<file path="src/rtl/zero_elim_pkg.sv">
// Shared types and default sizing for the zero-elimination scheduler.
// Holds the FSM state encoding and default width constants.
package zero_elim_pkg;

    localparam int DEF_BIT_WIDTH  = 16;
    localparam int DEF_NUM_INPUTS = 16;
    localparam int DEF_SEL_WIDTH  = 4;

    typedef enum logic [0:0] {
        IDLE = 1'b0,
        EMIT = 1'b1
    } state_t;

endpackage

</file>
<file path="src/rtl/mux_16_to_1_v2.sv">
// Brick entry selector: returns entry i_sel of a packed brick.
// Ports: i_data (packed brick), i_sel (entry index), o_data (entry).
module mux_16_to_1_v2
    import zero_elim_pkg::*;
#(
    parameter int BIT_WIDTH  = DEF_BIT_WIDTH,
    parameter int NUM_INPUTS = DEF_NUM_INPUTS,
    parameter int SEL_WIDTH  = DEF_SEL_WIDTH
) (
    input  logic [NUM_INPUTS*BIT_WIDTH-1:0] i_data,
    input  logic [SEL_WIDTH-1:0]            i_sel,
    output logic [BIT_WIDTH-1:0]            o_data
);

    always_comb begin
        o_data = '0;
        for (int k = 0; k < NUM_INPUTS; k++) begin
            if (i_sel == SEL_WIDTH'(k)) begin
                o_data = i_data[k*BIT_WIDTH +: BIT_WIDTH];
            end
        end
    end

endmodule

</file>
<file path="src/rtl/zero_elim_scheduler.sv">
// Zero-elimination scheduler: accepts a brick, streams its non-zero
// entries lowest offset first, one beat per cycle with valid/ready.
// Ports: clk, rst (sync, active-high); i_valid/o_ready/i_brick in;
// o_valid/i_ready/o_data/o_offset/o_last/o_empty out.
// Build option: define ZE_EMPTY_MARKER_EN to emit a marker beat
// (o_empty = 1) for an all-zero brick instead of dropping it.
module zero_elim_scheduler
    import zero_elim_pkg::*;
#(
    parameter int BIT_WIDTH  = DEF_BIT_WIDTH,
    parameter int NUM_INPUTS = DEF_NUM_INPUTS,
    parameter int SEL_WIDTH  = DEF_SEL_WIDTH
) (
    input  logic                            clk,
    input  logic                            rst,
    input  logic                            i_valid,
    input  logic [NUM_INPUTS*BIT_WIDTH-1:0] i_brick,
    output logic                            o_ready,
    output logic                            o_valid,
    input  logic                            i_ready,
    output logic [BIT_WIDTH-1:0]            o_data,
    output logic [SEL_WIDTH-1:0]            o_offset,
    output logic                            o_last,
    output logic                            o_empty
);

    state_t                          state_q;
    state_t                          state_d;
    logic [NUM_INPUTS*BIT_WIDTH-1:0] brick_q;
    logic [NUM_INPUTS-1:0]           mask_q;
    logic [NUM_INPUTS-1:0]           mask_in;
    logic [SEL_WIDTH-1:0]            sel;
    logic [BIT_WIDTH-1:0]            mux_data;
    logic                            accept;
    logic                            beat;
    logic                            only_one;
    logic                            start_ok;
    logic                            empty_q;

    // Bitwise zero test, so a lone sign bit still counts as non-zero.
    always_comb begin
        mask_in = '0;
        for (int k = 0; k < NUM_INPUTS; k++) begin
            mask_in[k] = |i_brick[k*BIT_WIDTH +: BIT_WIDTH];
        end
    end

    // Lowest set bit wins: scan high to low so the last hit sticks.
    always_comb begin
        sel = '0;
        for (int k = NUM_INPUTS - 1; k >= 0; k--) begin
            if (mask_q[k]) begin
                sel = SEL_WIDTH'(k);
            end
        end
    end

    assign only_one = (mask_q != '0) &&
                      ((mask_q & (mask_q - NUM_INPUTS'(1))) == '0);

    // Kept apart from the FSM block so o_ready does not feed back.
    assign accept = i_valid && (state_q == IDLE) && !rst;
    assign beat   = o_valid && i_ready;

`ifdef ZE_EMPTY_MARKER_EN
    assign start_ok = 1'b1;

    always_ff @(posedge clk) begin
        if (rst) begin
            empty_q <= 1'b0;
        end else if (accept) begin
            empty_q <= (mask_in == '0);
        end else if (beat && o_last) begin
            empty_q <= 1'b0;
        end
    end
`else
    assign start_ok = |mask_in;
    assign empty_q  = 1'b0;
`endif

    always_ff @(posedge clk) begin
        if (rst) begin
            state_q <= IDLE;
        end else begin
            state_q <= state_d;
        end
    end

    always_comb begin
        state_d  = state_q;
        o_ready  = 1'b0;
        o_valid  = 1'b0;
        o_last   = 1'b0;
        o_empty  = 1'b0;
        o_offset = '0;
        unique case (state_q)
            IDLE: begin
                o_ready = !rst;
                if (accept && start_ok) begin
                    state_d = EMIT;
                end
            end
            EMIT: begin
                o_valid  = !rst;
                o_offset = rst ? '0 : sel;
                o_last   = !rst && (only_one || empty_q);
                o_empty  = !rst && empty_q;
                if (o_valid && i_ready && o_last) begin
                    state_d = IDLE;
                end
            end
        endcase
    end

    // x & (x - 1) drops the lowest set bit, i.e. the one at o_offset.
    always_ff @(posedge clk) begin
        if (rst) begin
            brick_q <= '0;
            mask_q  <= '0;
        end else if (accept) begin
            brick_q <= i_brick;
            mask_q  <= mask_in;
        end else if (beat) begin
            mask_q  <= mask_q & (mask_q - NUM_INPUTS'(1));
        end
    end

    mux_16_to_1_v2 #(
        .BIT_WIDTH  (BIT_WIDTH),
        .NUM_INPUTS (NUM_INPUTS),
        .SEL_WIDTH  (SEL_WIDTH)
    ) u_mux (
        .i_data (brick_q),
        .i_sel  (o_offset),
        .o_data (mux_data)
    );

    assign o_data = o_valid ? mux_data : '0;

endmodule

</file>
<file path="config.mk">
export PLATFORM = sky130hd
export DESIGN_NAME = zero_elim_scheduler
export DESIGN_NICKNAME = d
export VERILOG_FILES = /design/src/rtl/zero_elim_pkg.sv /design/src/rtl/mux_16_to_1_v2.sv /design/src/rtl/zero_elim_scheduler.sv
export SDC_FILE = /design/constraint.sdc
export NUM_CORES = 1
export LEC_CHECK = 0
export BUFFER_PORTS_ARGS = -buffer_cell sky130_fd_sc_hd__buf_2
export CORE_AREA = 5 5 239 125
export DETAILED_ROUTE_END_ITERATION = 8
export DIE_AREA = 0 0 244 130
export PLACE_DENSITY = 0.83
export SLEW_MARGIN = 25
export SYNTH_ARGS = -nofsm -noshare
export SYNTH_HDL_FRONTEND = slang
export SYNTH_SLANG_ARGS = --single-unit
</file>
<file path="constraint.sdc">
create_clock -name clk -period 5.09 [get_ports clk]
set_clock_uncertainty 0.05 [all_clocks]
set_input_delay 1.018 -clock clk [delete_from_list [all_inputs] [get_ports clk]]
set_output_delay 1.018 -clock clk [all_outputs]
set_load 0.03 [all_outputs]
</file>
==> metrics.csv, run 1 <==
stage,metric,value,unit
place,half-perimeter wire length after detailed placement,40300,µm
clock_tree,CTS root buf,clkbuf_16,
drt,DR WL met3,8010,µm
place,Post-DP Area,15100,µm²
clock_tree,Max clock buf depth,3,
drt,DR vias/cell,6.12,
critical_path,Setup crit start,mask_q[5],
synth,Post-synth ARST share,0,%
die,die area,31700,µm²
drt,routed vias,14400,
pwr,power per cell area,375,nW/µm²
place,placed cell count,2300,
critical_path,"slowest stage cell, crit path",a2111oi_0,
pwr,worst vdd ir,0.276,mV
place,Placement Setup Slack,0.152,ns
synth,warnings from Yosys,0,
layout,"commonest non-fill, non-tap cell in the layout",nand2_1,
flow_run,max_cap viols,0,
clock_tree,H-Tree Depth,1,
synth,Seq cells post-synth,273,
critical_path,Crit Path Class,register to primary output,
critical_path,Worst path max stage delay,0.64,ns
critical_path,critical-path cell list,inv_1 > a221oi_2 > o221a_2 > or3_1 > buf_4 > o22ai_1 > a2111oi_0 > a21boi_1 > buf_2,
layout,fin nets,2229,
die,Starting Density,49.6,%
grt,largest net degree at the start of global routing,274,
die,Cell Rows,43,
drt,WL met2,20400,µm
grt,Total GRT Usage,31.9,%
grt,first-pass GRT wire length,79100,µm
die,die height,130,µm
layout,share of cells above drive strength 1,20.2,%
critical_path,critical path required time,4.02,ns
synth,Netlist cell types,71,
clock_tree,clock slew at reported path FFs,0.07,ns
layout,Final Core Density,58.9,%
drt,routed wire length,53300,µm
drt,drt pass-1 iters,6,
synth,mapped cell area,13600,µm²
synth,top post-synthesis cells by area,"dfxtp_1 (40%), nand2_1 (15%), nand3b_1 (14%)",
pwr,Leak,0.00711,µW
layout,n_diodes,0,
critical_path,critical path arrival,3.94,ns
sta,final hold violations,0,
min_path,worst min-delay path startpoint,brick_q[160],
drt,DRC Markers,0,
drt,DR WL/cell,22.7,µm
sta,Final period util,98.4,%
critical_path,crit path max fanout,11,
drt,initial drt markers,2092,
layout,non-filler instance count after layout,2347,
layout,final instance area,16100,µm²
layout,area delta synth->final,18.9,%
sta,Max Slew Vio Count,0,
grt,GRT Residual Overflow,0,
sta,Max Clk Rate,0.200,GHz
sta,RSZ-0062 raised after global routing,no,
clock_tree,TritonCTS Buffers,24,
synth,Synth Instances,1768,
synth,synthesized area per cell,7.67,µm²
critical_path,worst r2r src,state_q,
sta,setup total negative slack,0,ns
grt,antenna violations before repair,1,
synth,sequential fraction of the synthesis area,40.3,%
sta,Tightest Pin Transition,1.25,ns
critical_path,Critical Path Start Type,register,
layout,most frequent cells in the layout,"nand2_1 (549), buf_2 (281), dfxtp_1 (273)",
clock_tree,CTS tree,done,
sta,final setup violation count,0,
min_path,worst min path class,register to register,
die,CORE AREA,27300,µm²
clock_tree,CTS Hold Bufs,0,
die,# IOs,284,
critical_path,Worst Setup End Kind,primary output,
place,GPL Wtd Cong,1.00,
sta,slew margin rel.,16.7,%
die,chip width,244,µm
synth,Post-synth EDFFs,0,
drt,Detail Route Antenna Nets,0,
status,status,finished clean,
drt,met1 WL,23500,µm
synth,Synth Flop Type,dfxtp_1,
place,PortBufs,282,
sta,min cycle time layout,5.01,ns
synth,share of the synthesized area in the top cell type,40.3,%
drt,DR top layer,met5,
synth,"Net Count, Synth",2028,
grt,vias in the first global route,13400,
sta,setup ws final,0.0838,ns
clock_tree,clock tree sinks,273,
clock_tree,worst skew pair latency,0.55,ns
synth,Yosys top cell by area,dfxtp_1,
critical path: cells and delay by family (launching register included):
family,cells,cell delay [ns]
AOI/OAI and AO/OA,5,1.85
DFF,1,0.56
buffers and inverters,3,0.61
and+or+nand+nor,1,0.37
stage by stage:
stage          total power (µW)  hold WS [ns]
3_5_place_dp               3860         0.414
3_3_place_gp               3840         0.411
2_1_floorplan              3350         0.395
4_1_cts                    5970         0.427
5_1_grt                    6240         0.442
6_report                   6040         0.425
synthesized netlist by cell type, types with 11 or more instances:
master / n
a22oi_1: 45
nand3_1: 35
o21a_1: 11
o21ai_0: 28
clkbuf_1: 105
nor4_1: 76
nand3b_1: 248
dfxtp_1: 273
nand4_1: 20
a221oi_1: 13
o221ai_1: 14
nor3_1: 19
a31oi_1: 29
a21oi_1: 62
nor2_1: 65
inv_1: 14
nand2_1: 550
buf_2: 27
kinds of logic (layout without fill, tap and decap cells):
| group | Yosys count | in the layout | share of synthesized area (%) |
|---|---|---|---|
| buffers and inverters | 161 | 380 | 5.21 |
| multiplexers | 10 | 10 | 0.822 |
| AO/OA/AOI/OAI | 271 | 271 | 13.8 |
| AND/OR/NAND/NOR | 1052 | 1052 | 39.8 |
| flip-flops | 273 | 273 | 40.3 |
| other | 1 | 1 | 0.0277 |
sequential cells by signal, indices dropped and copies added (netlist names):
| signal | count |
|---|---|
| brick_q | 256 |
| state_q | 1 |
| mask_q | 16 |
routing by layer:
metal,vias up,track usage [%]
li1,6629,-
met1,6782,47.0
met2,858,42.2
met3,100,14.3
met4,2,7.09
met5,-,0
area by class of cell:
cell class / instances / area [µm²]
clock inverter: 16 / 246
multi-input combinational: 1334 / 7420
timing repair buffer: 320 / 1800
inverter: 16 / 61.3
tap: 360 / 450
clock buffer: 28 / 667
sequential: 273 / 5470
fill: 2494 / 11200
worst paths after layout:
kind	endpoint	slack, ns	cells past startpoint
hold reg to reg	brick_q[160]	0.43	2
setup / recovery	o_data[3]	0.08	9
hold / removal	brick_q[160]	0.43	2
setup reg to reg	mask_q[4]	1.84	9
where the power goes:
part | leakage [µW] | switching, µW | total [µW] | internal, µW
Sequential | 0.00225 | 244 | 2630 | 2380
Combinational | 0.00441 | 805 | 1270 | 461
Clock | 0.000447 | 893 | 2140 | 1250
Total | 0.00711 | 1940 | 6040 | 4100
timing repair:
item	4_1_cts	5_1_grt
buffers inserted	0	3
resized for setup	0	10
setup endpoints to repair	0	14
No activity file was read; power rests on OpenSTA's default activity.
==> run 2, diff against run 1 <==
Clock period 5.09 ns to 5.6 ns, I/O delays scaled along.
==> run 2 against run 1 <==
Compared with the run above: global-route usage increased by 0.35 points; hold slack improved by 0.0034 ns; sequential power decreased by 8.4%; sequential share of layout area increased by 0.44 points; total power decreased by 12%; setup slack improved by 0.13 ns; wire length increased by 1.3%; final cell count decreased by 0.34%; utilization decreased by 0.75 points; critical path depth decreased by 1; critical path type unchanged; critical endpoint is now o_data[2]; highest routed layer is now met4.
==> metrics.csv, run 2 (same netlist as run 1, synthesis figures left out) <==
stage,metric,value,unit,change
clock_tree,Max clock buf depth,3,,unchanged
drt,DR WL/cell,23.1,µm,was 22.7 µm
layout,share of cells above drive strength 1,19.4,%,was 20.2%
layout,area delta synth->final,17.4,%,was 18.9%
sta,RSZ-0062 raised after global routing,no,,unchanged
clock_tree,clock slew at reported path FFs,0.07,ns,about the same
status,status,finished clean,,unchanged
critical_path,critical path arrival,4.21,ns,was 3.94 ns
layout,non-filler instance count after layout,2339,,"was 2,347"
min_path,worst min path class,register to register,,unchanged
die,Starting Density,49.6,%,unchanged
place,placed cell count,2296,,"was 2,300"
clock_tree,setup bufs post-CTS,0,,unchanged
critical_path,crit path max fanout,17,,was 11
clock_tree,H-Tree Depth,1,,unchanged
critical_path,Crit Path Class,register to primary output,,unchanged
die,CORE AREA,27300,µm²,unchanged
sta,min cycle time layout,5.38,ns,
drt,initial drt markers,2002,,"was 2,092"
clock_tree,CTS root buf,clkbuf_16,,unchanged
place,GPL Wtd Cong,0.994,,was 1.00
drt,drt pass-1 iters,6,,unchanged
sta,Max Clk Rate,0.186,GHz,
critical_path,Worst Setup End Kind,primary output,,unchanged
sta,setup total negative slack,0,ns,unchanged
drt,Detail Route Antenna Nets,0,,unchanged
critical_path,Critical Path Start Type,register,,unchanged
layout,Reg with most FFs,brick_q,,unchanged
layout,Largest register FFs,256,,unchanged
sta,Min Hold Slack,0.428,ns,was 0.425 ns
drt,routed wire length,54000,µm,"was 53,300 µm"
grt,antenna violations before repair,0,,was 1
critical_path,critical path required time,4.43,ns,was 4.02 ns
layout,register area,5470,µm²,unchanged
grt,GRT Residual Overflow,0,,unchanged
layout,Fillers,2556,,"was 2,494"
clock_tree,CTS Hold Bufs,0,,unchanged
layout,n_diodes,0,,unchanged
grt,largest net degree at the start of global routing,275,,was 274
place,PortBufs,282,,unchanged
layout,final instance area,15900,µm²,"was 16,100 µm²"
die,die height,130,µm,unchanged
layout,biggest regs,"brick_q (256), mask_q (16), state_q (1)",,unchanged
sta,Max Slew Vio Count,0,,unchanged
die,chip width,244,µm,unchanged
pwr,worst vdd ir,0.221,mV,was 0.276 mV
grt,first-pass GRT wire length,79100,µm,about the same
clock_tree,clock tree sinks,273,,unchanged
drt,routed vias,14400,,about the same
sta,final setup violation count,0,,unchanged
layout,fin nets,2223,,"was 2,229"
die,Cell Rows,43,,unchanged
clock_tree,TritonCTS Buffers,25,,was 24
pwr,Leak,0.00701,µW,was 0.00711 µW
sta,slew margin rel.,32.6,%,was 16.7%
die,die area,31700,µm²,unchanged
drt,DR vias/cell,6.18,,was 6.12
layout,multi-input logic area,7390,µm²,was 7420 µm²
sta,final hold violations,0,,unchanged
layout,most frequent cells in the layout,"nand2_1 (549), buf_2 (281), dfxtp_1 (273)",,unchanged
clock_tree,post-cts resize count,0,,unchanged
sta,Tightest Pin Transition,1.01,ns,was 1.25 ns
layout,"commonest non-fill, non-tap cell in the layout",nand2_1,,unchanged
grt,vias in the first global route,13000,,"was 13,400"
pwr,power per cell area,334,nW/µm²,was 375 nW/µm²
clock_tree,CTS tree,done,,unchanged
pwr,total power,5310,µW,was 6040 µW
place,Post-DP Area,15100,µm²,about the same
flow_run,max_cap viols,0,,unchanged
grt,Total GRT Usage,32.2,%,was 31.9%
clock_tree,worst skew pair latency,0.54,ns,was 0.55 ns
place,half-perimeter wire length after detailed placement,40800,µm,"was 40,300 µm"
sta,Final period util,96.2,%,
drt,DRC Markers,0,,unchanged
die,# IOs,284,,unchanged
-- run 2: path summary, 6_finish.rpt --
| path | startpoint | end | slack, ns | cells after the start |
|---|---|---|---|---|
| max | mask_q[11] | o_data[2] | 0.22 | 8 |
| min | brick_q[29] | brick_q[29] | 0.43 | 2 |
| max reg2reg | mask_q[4] | state_q | 2.89 | 7 |
| min reg2reg | brick_q[29] | brick_q[29] | 0.43 | 2 |
-- run 2: final cells by class --
| type | count | share of cell area, % |
|---|---|---|
| Inverter | 16 | 0.378 |
| Multi-Input combinational cell | 1334 | 46.5 |
| Sequential cell | 273 | 34.4 |
| Timing Repair Buffer | 313 | 10.8 |
| Clock buffer | 36 | 4.57 |
| Tap cell | 360 | 2.83 |
| Clock inverter | 7 | 0.574 |
-- run 2: through the flow --
step / util (%) / worst slack (ns)
2_1_floorplan: - / 1.00
3_3_place_gp: 55.2 / 0.341
5_1_grt: 58.2 / 0.0677
6_report: 58.2 / 0.215
4_1_cts: 58.2 / 0.342
3_5_place_dp: 55.2 / 0.359
-- run 2: metal layers --
metal / vias up / track usage [%] / share of wire, %
met5: - / 0 / 0
met4: 0 / 5.57 / 2.1
met3: 90 / 12.9 / 15
met2: 930 / 42.9 / 38
met1: 6805 / 48.9 / 44
li1: 6620 / - / -
-- run 2: worst max-delay path: stages (launching register included) --
cell	delay [ns]
dfxtp_1	0.51
inv_1	0.12
a221oi_2	0.57
o221a_2	0.40
or3_1	0.61
o22ai_1	0.34
a2111oi_1	0.71
a211oi_2	0.18
buf_2	0.21
-- run 2: where the power goes --
| group | internal (µW) | switching (µW) |
|---|---|---|
| Combinational | 405 | 720 |
| Sequential | 2170 | 240 |
| Clock | 993 | 780 |
